--- config.mk ---
export PLATFORM = sky130hd
export DESIGN_NAME = limem_bank_ctrl_flat
export DESIGN_NICKNAME = d
export VERILOG_FILES = /design/src/rtl/limem_pkg.sv /design/src/rtl/limem_bank_ctrl_if.sv /design/src/rtl/limem_cmd_fifo.sv /design/src/rtl/limem_bank_ctrl.sv /design/src/flat_wrapper.sv
export SDC_FILE = /design/constraint.sdc
export NUM_CORES = 1
export LEC_CHECK = 0
export ABC_AREA = 1
export CORE_AREA = 2 2 105 107
export DETAILED_ROUTE_END_ITERATION = 16
export DIE_AREA = 0 0 107 109
export GPL_TIMING_DRIVEN = 0
export PLACE_DENSITY_LB_ADDON = 0.25
export SLEW_MARGIN = 20
export SYNTH_ARGS = -nofsm -noshare
export SYNTH_HDL_FRONTEND = slang
export SYNTH_SLANG_ARGS = --single-unit
export TNS_END_PERCENT = 5
--- constraint.sdc ---
create_clock -name clk -period 4.49 [get_ports clk]
set_clock_uncertainty 0.2 [all_clocks]
set_input_delay 1.347 -clock clk [delete_from_list [all_inputs] [get_ports clk]]
set_output_delay 1.347 -clock clk [all_outputs]
set_load 0.005 [all_outputs]
--- src/rtl/limem_pkg.sv ---
// Shared opcode encoding and per-word control decode for the logic-in-memory bank.
// Hold is "OR with zero" (invert=1 keeps the OR plain), so an idle word never changes.
package limem_pkg;

  typedef enum logic [3:0] {
    OP_NOP   = 4'd0,
    OP_LOAD  = 4'd1,
    OP_LOADN = 4'd2,
    OP_AND   = 4'd3,
    OP_NAND  = 4'd4,
    OP_OR    = 4'd5,
    OP_NOR   = 4'd6,
    OP_XOR   = 4'd7,
    OP_XNOR  = 4'd8,
    OP_READ  = 4'd9
  } op_e;

  typedef struct packed {
    logic do_force;
    logic do_invert;
    logic do_nand;
    logic do_nxor;
  } ctrl_t;

  localparam ctrl_t CTRL_HOLD = '{do_force: 1'b0, do_invert: 1'b1, do_nand: 1'b0, do_nxor: 1'b0};

  function automatic logic op_legal(input logic [3:0] op);
    return op <= 4'(OP_READ);
  endfunction

  function automatic logic op_is_write(input op_e op);
    return (op >= OP_LOAD) && (op <= OP_XNOR);
  endfunction

  function automatic ctrl_t decode_op(input op_e op);
    ctrl_t c;
    case (op)
      OP_LOAD:  c = '{1'b1, 1'b0, 1'b0, 1'b0};
      OP_LOADN: c = '{1'b1, 1'b1, 1'b0, 1'b0};
      OP_AND:   c = '{1'b0, 1'b1, 1'b1, 1'b0};
      OP_NAND:  c = '{1'b0, 1'b0, 1'b1, 1'b0};
      OP_OR:    c = '{1'b0, 1'b1, 1'b0, 1'b0};
      OP_NOR:   c = '{1'b0, 1'b0, 1'b0, 1'b0};
      OP_XOR:   c = '{1'b0, 1'b1, 1'b0, 1'b1};
      OP_XNOR:  c = '{1'b0, 1'b0, 1'b0, 1'b1};
      default:  c = CTRL_HOLD;
    endcase
    return c;
  endfunction

endpackage

--- src/rtl/limem_bank_ctrl_if.sv ---
// Command (valid/ready) and read-response (valid/ready) channels of the bank sequencer.
// cmd_op is kept as raw 4 bits so illegal codes can be carried and flagged.
interface limem_bank_ctrl_if #(
  parameter int WIDTH = 8,
  parameter int DEPTH = 4
);
  localparam int AW = $clog2(DEPTH);

  logic             cmd_valid;
  logic             cmd_ready;
  logic [3:0]       cmd_op;
  logic [AW-1:0]    cmd_addr;
  logic [WIDTH-1:0] cmd_data;
  logic             rsp_valid;
  logic             rsp_ready;
  logic [WIDTH-1:0] rsp_data;

  modport master (
    output cmd_valid, cmd_op, cmd_addr, cmd_data, rsp_ready,
    input  cmd_ready, rsp_valid, rsp_data
  );

  modport slave (
    input  cmd_valid, cmd_op, cmd_addr, cmd_data, rsp_ready,
    output cmd_ready, rsp_valid, rsp_data
  );
endinterface

--- src/rtl/limem_cmd_fifo.sv ---
// Small synchronous FIFO, DEPTH a power of two; head visible the cycle after push.
// Push while full is taken only if a pop happens in the same cycle.
module limem_cmd_fifo #(
  parameter int WIDTH = 14,
  parameter int DEPTH = 4
) (
  input  logic             clk,
  input  logic             rst_n,
  input  logic             push,
  input  logic [WIDTH-1:0] din,
  input  logic             pop,
  output logic [WIDTH-1:0] dout,
  output logic             full,
  output logic             empty
);
  localparam int PW = $clog2(DEPTH);

  logic [WIDTH-1:0] mem [DEPTH];
  logic [PW-1:0]    wr_ptr;
  logic [PW-1:0]    rd_ptr;
  logic [PW:0]      count;
  logic             do_push;
  logic             do_pop;

  assign full    = (count == (PW+1)'(DEPTH));
  assign empty   = (count == '0);
  assign do_pop  = pop && !empty;
  assign do_push = push && (!full || do_pop);
  assign dout    = mem[rd_ptr];

  always_ff @(posedge clk or negedge rst_n) begin
    if (!rst_n) begin
      wr_ptr <= '0;
      rd_ptr <= '0;
      count  <= '0;
    end else begin
      if (do_push) wr_ptr <= wr_ptr + PW'(1);
      if (do_pop)  rd_ptr <= rd_ptr + PW'(1);
      case ({do_push, do_pop})
        2'b10:   count <= count + (PW+1)'(1);
        2'b01:   count <= count - (PW+1)'(1);
        default: count <= count;
      endcase
    end
  end

  // Storage needs no reset: entries are only read once count says they are valid.
  always_ff @(posedge clk) begin
    if (do_push) mem[wr_ptr] <= din;
  end

endmodule

--- src/rtl/limem_bank_ctrl.sv ---
// Sequencer for a DEPTH x WIDTH logic-in-memory bank: FIFO -> S1 register -> bank controls.
// Accept at edge t, bank commits at t+2; READs stall when the response slot is occupied.
module limem_bank_ctrl
  import limem_pkg::*;
#(
  parameter int WIDTH      = 8,
  parameter int DEPTH      = 4,
  parameter int FIFO_DEPTH = 4
) (
  input  logic                   clk,
  input  logic                   rst_n,
  limem_bank_ctrl_if.slave       bus,
  output logic [DEPTH-1:0]       bank_force,
  output logic [DEPTH-1:0]       bank_invert,
  output logic [DEPTH-1:0]       bank_nand,
  output logic [DEPTH-1:0]       bank_nxor,
  output logic [DEPTH*WIDTH-1:0] bank_in,
  input  logic [DEPTH*WIDTH-1:0] bank_out,
  output logic                   busy,
  output logic                   err
);
  localparam int AW = $clog2(DEPTH);
  localparam int FW = 4 + AW + WIDTH;

  logic             push;
  logic             pop;
  logic             fifo_full;
  logic             fifo_empty;
  logic [FW-1:0]    fifo_dout;
  logic [3:0]       head_op;
  logic [AW-1:0]    head_addr;
  logic [WIDTH-1:0] head_data;

  op_e              s1_op;
  logic [AW-1:0]    s1_addr;
  op_e              s1_op_nxt;
  logic [AW-1:0]    s1_addr_nxt;

  logic [DEPTH-1:0]       force_nxt;
  logic [DEPTH-1:0]       invert_nxt;
  logic [DEPTH-1:0]       nand_nxt;
  logic [DEPTH-1:0]       nxor_nxt;
  logic [DEPTH*WIDTH-1:0] in_nxt;
  ctrl_t                  head_ctrl;

  logic             rsp_valid_q;
  logic [WIDTH-1:0] rsp_data_q;
  logic             rsp_blocked;
  logic             s1_is_read;
  logic             s1_hold;
  logic             head_is_read;
  logic             stall;
  logic             head_ok;

  assign push          = bus.cmd_valid && !fifo_full;
  assign bus.cmd_ready = !fifo_full;
  assign bus.rsp_valid = rsp_valid_q;
  assign bus.rsp_data  = rsp_data_q;

  limem_cmd_fifo #(
    .WIDTH (FW),
    .DEPTH (FIFO_DEPTH)
  ) u_fifo (
    .clk   (clk),
    .rst_n (rst_n),
    .push  (push),
    .din   ({bus.cmd_op, bus.cmd_addr, bus.cmd_data}),
    .pop   (pop),
    .dout  (fifo_dout),
    .full  (fifo_full),
    .empty (fifo_empty)
  );

  assign {head_op, head_addr, head_data} = fifo_dout;

  // A READ already in S1 is held too, otherwise it would overwrite an unconsumed response.
  assign rsp_blocked  = rsp_valid_q && !bus.rsp_ready;
  assign s1_is_read   = (s1_op == OP_READ);
  assign s1_hold      = s1_is_read && rsp_blocked;
  assign head_is_read = (head_op == 4'(OP_READ));
  assign stall        = rsp_blocked && (s1_is_read || head_is_read);
  assign pop          = !fifo_empty && !stall;
  assign head_ok      = op_legal(head_op) && ({1'b0, head_addr} < (AW+1)'(DEPTH));

  always_comb begin
    force_nxt   = '0;
    invert_nxt  = '1;
    nand_nxt    = '0;
    nxor_nxt    = '0;
    in_nxt      = '0;
    s1_op_nxt   = OP_NOP;
    s1_addr_nxt = '0;
    head_ctrl   = decode_op(op_e'(head_op));
    if (s1_hold) begin
      s1_op_nxt   = s1_op;
      s1_addr_nxt = s1_addr;
    end else if (pop && head_ok) begin
      s1_op_nxt              = op_e'(head_op);
      s1_addr_nxt            = head_addr;
      force_nxt[head_addr]   = head_ctrl.do_force;
      invert_nxt[head_addr]  = head_ctrl.do_invert;
      nand_nxt[head_addr]    = head_ctrl.do_nand;
      nxor_nxt[head_addr]    = head_ctrl.do_nxor;
      if (op_is_write(op_e'(head_op)))
        in_nxt[int'(head_addr)*WIDTH +: WIDTH] = head_data;
    end
  end

  always_ff @(posedge clk or negedge rst_n) begin
    if (!rst_n) begin
      s1_op       <= OP_NOP;
      s1_addr     <= '0;
      bank_force  <= '0;
      bank_invert <= '1;
      bank_nand   <= '0;
      bank_nxor   <= '0;
      bank_in     <= '0;
      rsp_valid_q <= 1'b0;
      rsp_data_q  <= '0;
      err         <= 1'b0;
    end else begin
      s1_op       <= s1_op_nxt;
      s1_addr     <= s1_addr_nxt;
      bank_force  <= force_nxt;
      bank_invert <= invert_nxt;
      bank_nand   <= nand_nxt;
      bank_nxor   <= nxor_nxt;
      bank_in     <= in_nxt;
      if (pop && !head_ok) err <= 1'b1;
      // Writes commit at the end of their S1 cycle, so a following READ sees them here.
      if (s1_is_read && !s1_hold) begin
        rsp_valid_q <= 1'b1;
        rsp_data_q  <= bank_out[int'(s1_addr)*WIDTH +: WIDTH];
      end else if (rsp_valid_q && bus.rsp_ready) begin
        rsp_valid_q <= 1'b0;
      end
    end
  end

  assign busy = !fifo_empty || (s1_op != OP_NOP);

endmodule

--- src/flat_wrapper.sv ---
// flat-port wrapper written by rule: the top's interface ports become plain ports
module limem_bank_ctrl_flat import limem_pkg::*;
#(
  parameter int WIDTH      = 8,
  parameter int DEPTH      = 4,
  parameter int FIFO_DEPTH = 4
)
  (clk, rst_n, bank_force, bank_invert, bank_nand, bank_nxor, bank_in, bank_out, busy, err, bus_cmd_valid, bus_cmd_op, bus_cmd_addr, bus_cmd_data, bus_rsp_ready, bus_cmd_ready, bus_rsp_valid, bus_rsp_data);
  limem_bank_ctrl_if #(.WIDTH(WIDTH), .DEPTH(DEPTH)) bus_i ();
  input  logic clk;
  input  logic rst_n;
  output logic [DEPTH-1:0] bank_force;
  output logic [DEPTH-1:0] bank_invert;
  output logic [DEPTH-1:0] bank_nand;
  output logic [DEPTH-1:0] bank_nxor;
  output logic [DEPTH*WIDTH-1:0] bank_in;
  input  logic [DEPTH*WIDTH-1:0] bank_out;
  output logic busy;
  output logic err;
  input wire logic [$bits(bus_i.cmd_valid)-1:0] bus_cmd_valid;
  input wire logic [$bits(bus_i.cmd_op)-1:0] bus_cmd_op;
  input wire logic [$bits(bus_i.cmd_addr)-1:0] bus_cmd_addr;
  input wire logic [$bits(bus_i.cmd_data)-1:0] bus_cmd_data;
  input wire logic [$bits(bus_i.rsp_ready)-1:0] bus_rsp_ready;
  output wire logic [$bits(bus_i.cmd_ready)-1:0] bus_cmd_ready;
  output wire logic [$bits(bus_i.rsp_valid)-1:0] bus_rsp_valid;
  output wire logic [$bits(bus_i.rsp_data)-1:0] bus_rsp_data;
  assign bus_i.cmd_valid = bus_cmd_valid;
  assign bus_i.cmd_op = bus_cmd_op;
  assign bus_i.cmd_addr = bus_cmd_addr;
  assign bus_i.cmd_data = bus_cmd_data;
  assign bus_i.rsp_ready = bus_rsp_ready;
  assign bus_cmd_ready = bus_i.cmd_ready;
  assign bus_rsp_valid = bus_i.rsp_valid;
  assign bus_rsp_data = bus_i.rsp_data;
  limem_bank_ctrl #(.WIDTH(WIDTH), .DEPTH(DEPTH), .FIFO_DEPTH(FIFO_DEPTH)) u_core (.clk(clk), .rst_n(rst_n), .bus(bus_i), .bank_force(bank_force), .bank_invert(bank_invert), .bank_nand(bank_nand), .bank_nxor(bank_nxor), .bank_in(bank_in), .bank_out(bank_out), .busy(busy), .err(err));
endmodule
==> flow_summary.yaml <==
critical_path:
  max_stage_delay_ns: 0.47
  path_max_fanout: 9
  crit_family: "simple AND/OR/NAND/NOR gates"
  crit_arrival_ns: 3.63
  start_kind: "input pin"
  critPathKind: "in -> reg"
  critPathCaptureType: "flop"
  r2r_setup_slack_ns: 1.18
  critPathSlowestCell: "clkdlybuf4s50_1"
  path_buf_inv: 2
  cpMostUsedCell: "nand2_1"
  required_ns: 4.69
  crit_chain: "clkdlybuf4s50_1 > nor2_1 > nand2_1 > nand2_1 > nor2_4 > ha_1 > inv_1 > fa_1 > a21oi_1 > o21ai_0 > xor2_1"
yosys:
  synth_commonest_cells: "165 x nand2_1, 101 x nor2_1, 67 x dfrtp_1"
  synth_area_um2: 5715
  netlist_instances: 593
  synth_edf_count: 56
  ys_ff_latch: 127
  synth.area.top_cells: "edfxtp_1 29%, dfrtp_1 29%, nand2_1 11%, nor2_1 6.6%, nand3_1 4.1%"
  synth_top_area_share_pct: 29.42
  synth_largest_area_cell: "edfxtp_1"
  synthArstFlopShare_pct: 55.91
  yosysMostFrequentCell: "nand2_1"
  syn-num-nets: 657
  synth-seq-area-share_pct: 60.60
  yosys_warnings: 0
  synthDistinctLibCells: 34
  postSynthAreaPerCell_um2: 9.638
  synth_flop_cell: "dfrtp_1"
clock_tree:
  path_clk_slew_ns: 0.06
  cts.path.max_buffers: 2
  cts_made_buffers: 17
  cts_root_buffer: "clkbuf_8"
  worstSkewPairLatency_ns: 0.52
  htreeDepth: 4
  cts.sinks: 127
  ctsHoldBuffers: 0
  tritoncts: "done"
  post-cts-setup-buffer-count: 0
  ctsResizeCount: 0
floorplan:
  core_um2: 10600
  ios: 110
  rows: 38
  die_area_um2: 11660
  start_util_pct: 53.91
  die_x_um: 107
  fp.dieH_um: 109
timing:
  fmax_mhz: 291.5
  worst_pin_slew_ns: 0.8783
  period_share_pct: 76.40
  setup_viol: 0
  rsz0062_at_grt: "false"
  maxSlewHeadroom_pct: 41.38
  maxSlewViolCount: 0
  post-route-min-period_ns: 3.430
  worst_slack_ns: 1.060
  hold_viol: 0
place:
  pre_cts_ws_ns: 0.5366
  dpl.hpwl_mm: 9.110
  gp_congestion: 0.8711
  port_buffers: 109
flow_run:
  cap_violations: 0
cells_and_area:
  diodes: 0
  nets: 786
  drive_above_1_share_pct: 11.16
  n_fill_cell: 757
  area_growth_pct: 32.79
  ff_latch_area_um2: 3463
  post-route-util_pct: 71.58
  multiInputGateArea_um2: 1971
status:
  status: "completed"
pwr:
  pwr_density_cell_nw_per_um2: 722.2
  p_total_uw: 5482
  vdd_drop_max_mv: 0.3469
  p_leak_uw: 0.003261
grt:
  grt_pass1_wl_mm: 21.42
  grt_overflow: 0
  grt_antenna_before_repair: 0
  grt_pass1_vias: 4501
  grt_max_degree: 46
  grt_usage_pct: 24.23
routing:
  detail-route-antenna-nets: 0
  remaining_drc_errors: 0
  firstDrtPassIters: 5
  vias_per_cell: 5.192
  routed_wl_mm: 13.03
  drt_iter0_drc: 302
  avgRoutedWirePerCell_um: 14.89
  vias: 4543
min_path:
  hp-class: "reg -> reg"
==> worst reg2reg max path: stages (launching register included) <==
cell	delay [ns]
dfrtp_1	0.37
buf_6	0.14
inv_4	0.07
buf_6	0.13
buf_2	0.22
nand2_1	0.08
a32o_1	0.28
ha_1	0.24
nand2_4	0.11
nor2_2	0.06
nor2_4	0.24
ha_1	0.21
inv_1	0.06
fa_1	0.37
a21oi_1	0.14
o21ai_0	0.10
xor2_1	0.15
==> cell type report <==
| class | count | share of cell area, % |
|---|---|---|
| flip-flops and latches | 127 | 45.63 |
| multi-input cells | 408 | 25.96 |
| repair buffers | 110 | 14.61 |
| clock buffers | 22 | 5.836 |
| well taps | 140 | 2.308 |
| plain buffers | 22 | 2.028 |
| clock inverters | 10 | 1.813 |
| inverters | 36 | 1.813 |
==> layer usage <==
metal / GRT usage, % / routed length, um / vias to the layer above
li1: - / - / 2188
met1: 30.39 / 5476 / 2167
met4: 10.39 / 214 / 0
met2: 41.26 / 6628 / 166
met3: 4.842 / 710 / 22
met5: 0 / 0 / -
==> state kept, by name, indices dropped and copies added (netlist names), 4 cells and up <==
name and cells:
u_core.bank_force 4, u_core.bank_in 32, u_core.bank_invert 4, u_core.bank_nand 4, u_core.bank_nxor 4, u_core.bus.rsp_data 8, u_core.s1_op 4, u_core.u_fifo.mem 56
==> worst paths after layout <==
| kind | from | depth (start not counted) | endpoint |
|---|---|---|---|
| setup / recovery | bus_rsp_ready | 11 | u_core.u_fifo.count[2]$_DFFE_PN0P_ |
| min in group asynchronous | rst_n | 1 | u_core.bus.rsp_data[4]$_DFFE_PN0P_ |
| hold reg to reg | u_core.u_fifo.count[0]$_DFFE_PN0P_ | 1 | u_core.u_fifo.count[0]$_DFFE_PN0P_ |
| hold / removal | u_core.u_fifo.count[0]$_DFFE_PN0P_ | 1 | u_core.u_fifo.count[0]$_DFFE_PN0P_ |
| setup reg to reg | u_core.u_fifo.rd_ptr[0]$_DFFE_PN0P_ | 16 | u_core.u_fifo.count[2]$_DFFE_PN0P_ |
| max in group asynchronous | rst_n | 2 | u_core.bank_in[1]$_DFF_PN0_ |
==> through the flow <==
stage                     cell area [um2]  setup TNS, ns  hold slack [ns]  std cells
after global placement               6982         -19.75           0.2640        842
after global routing                 7590              0           0.3044        875
final                                7590              0           0.2739        875
after floorplan                      5715              0           0.2465        593
after CTS                            7590              0           0.2751        875
after detailed placement             7009              0           0.2632        843
==> placed cells by master (no fill, tap or decap), drive strengths merged, types with 13 or more instances in the layout <==
cell type	synthesis	layout
clkbuf	6	28
inv	34	34
nand3	52	52
nor2	114	114
clkdlybuf4s50	0	108
ha	13	13
nand2	170	170
buf	16	18
edfxtp	56	56
o21ai	22	22
dfrtp	67	67
==> where the power goes <==
part	total [uW]	leakage (uW)	switching, uW	internal [uW]
sequential	1600	0.00145	101	1500
combinational	2530	0.00154	1630	904
clock	1340	0.000269	487	857
total	5480	0.00326	2220	3260
==> cell families (layout without fill, tap and decap cells) <==
family	Yosys count	after routing	synth area share, %
compound gates	38	38	3.700
xor+xnor	4	4	0.6131
buf+inv	58	200	5.101
flops	127	127	60.60
simple gates	352	352	26.79
fa+ha+maj	14	14	3.196
No activity file was read; power rests on OpenSTA's default activity.
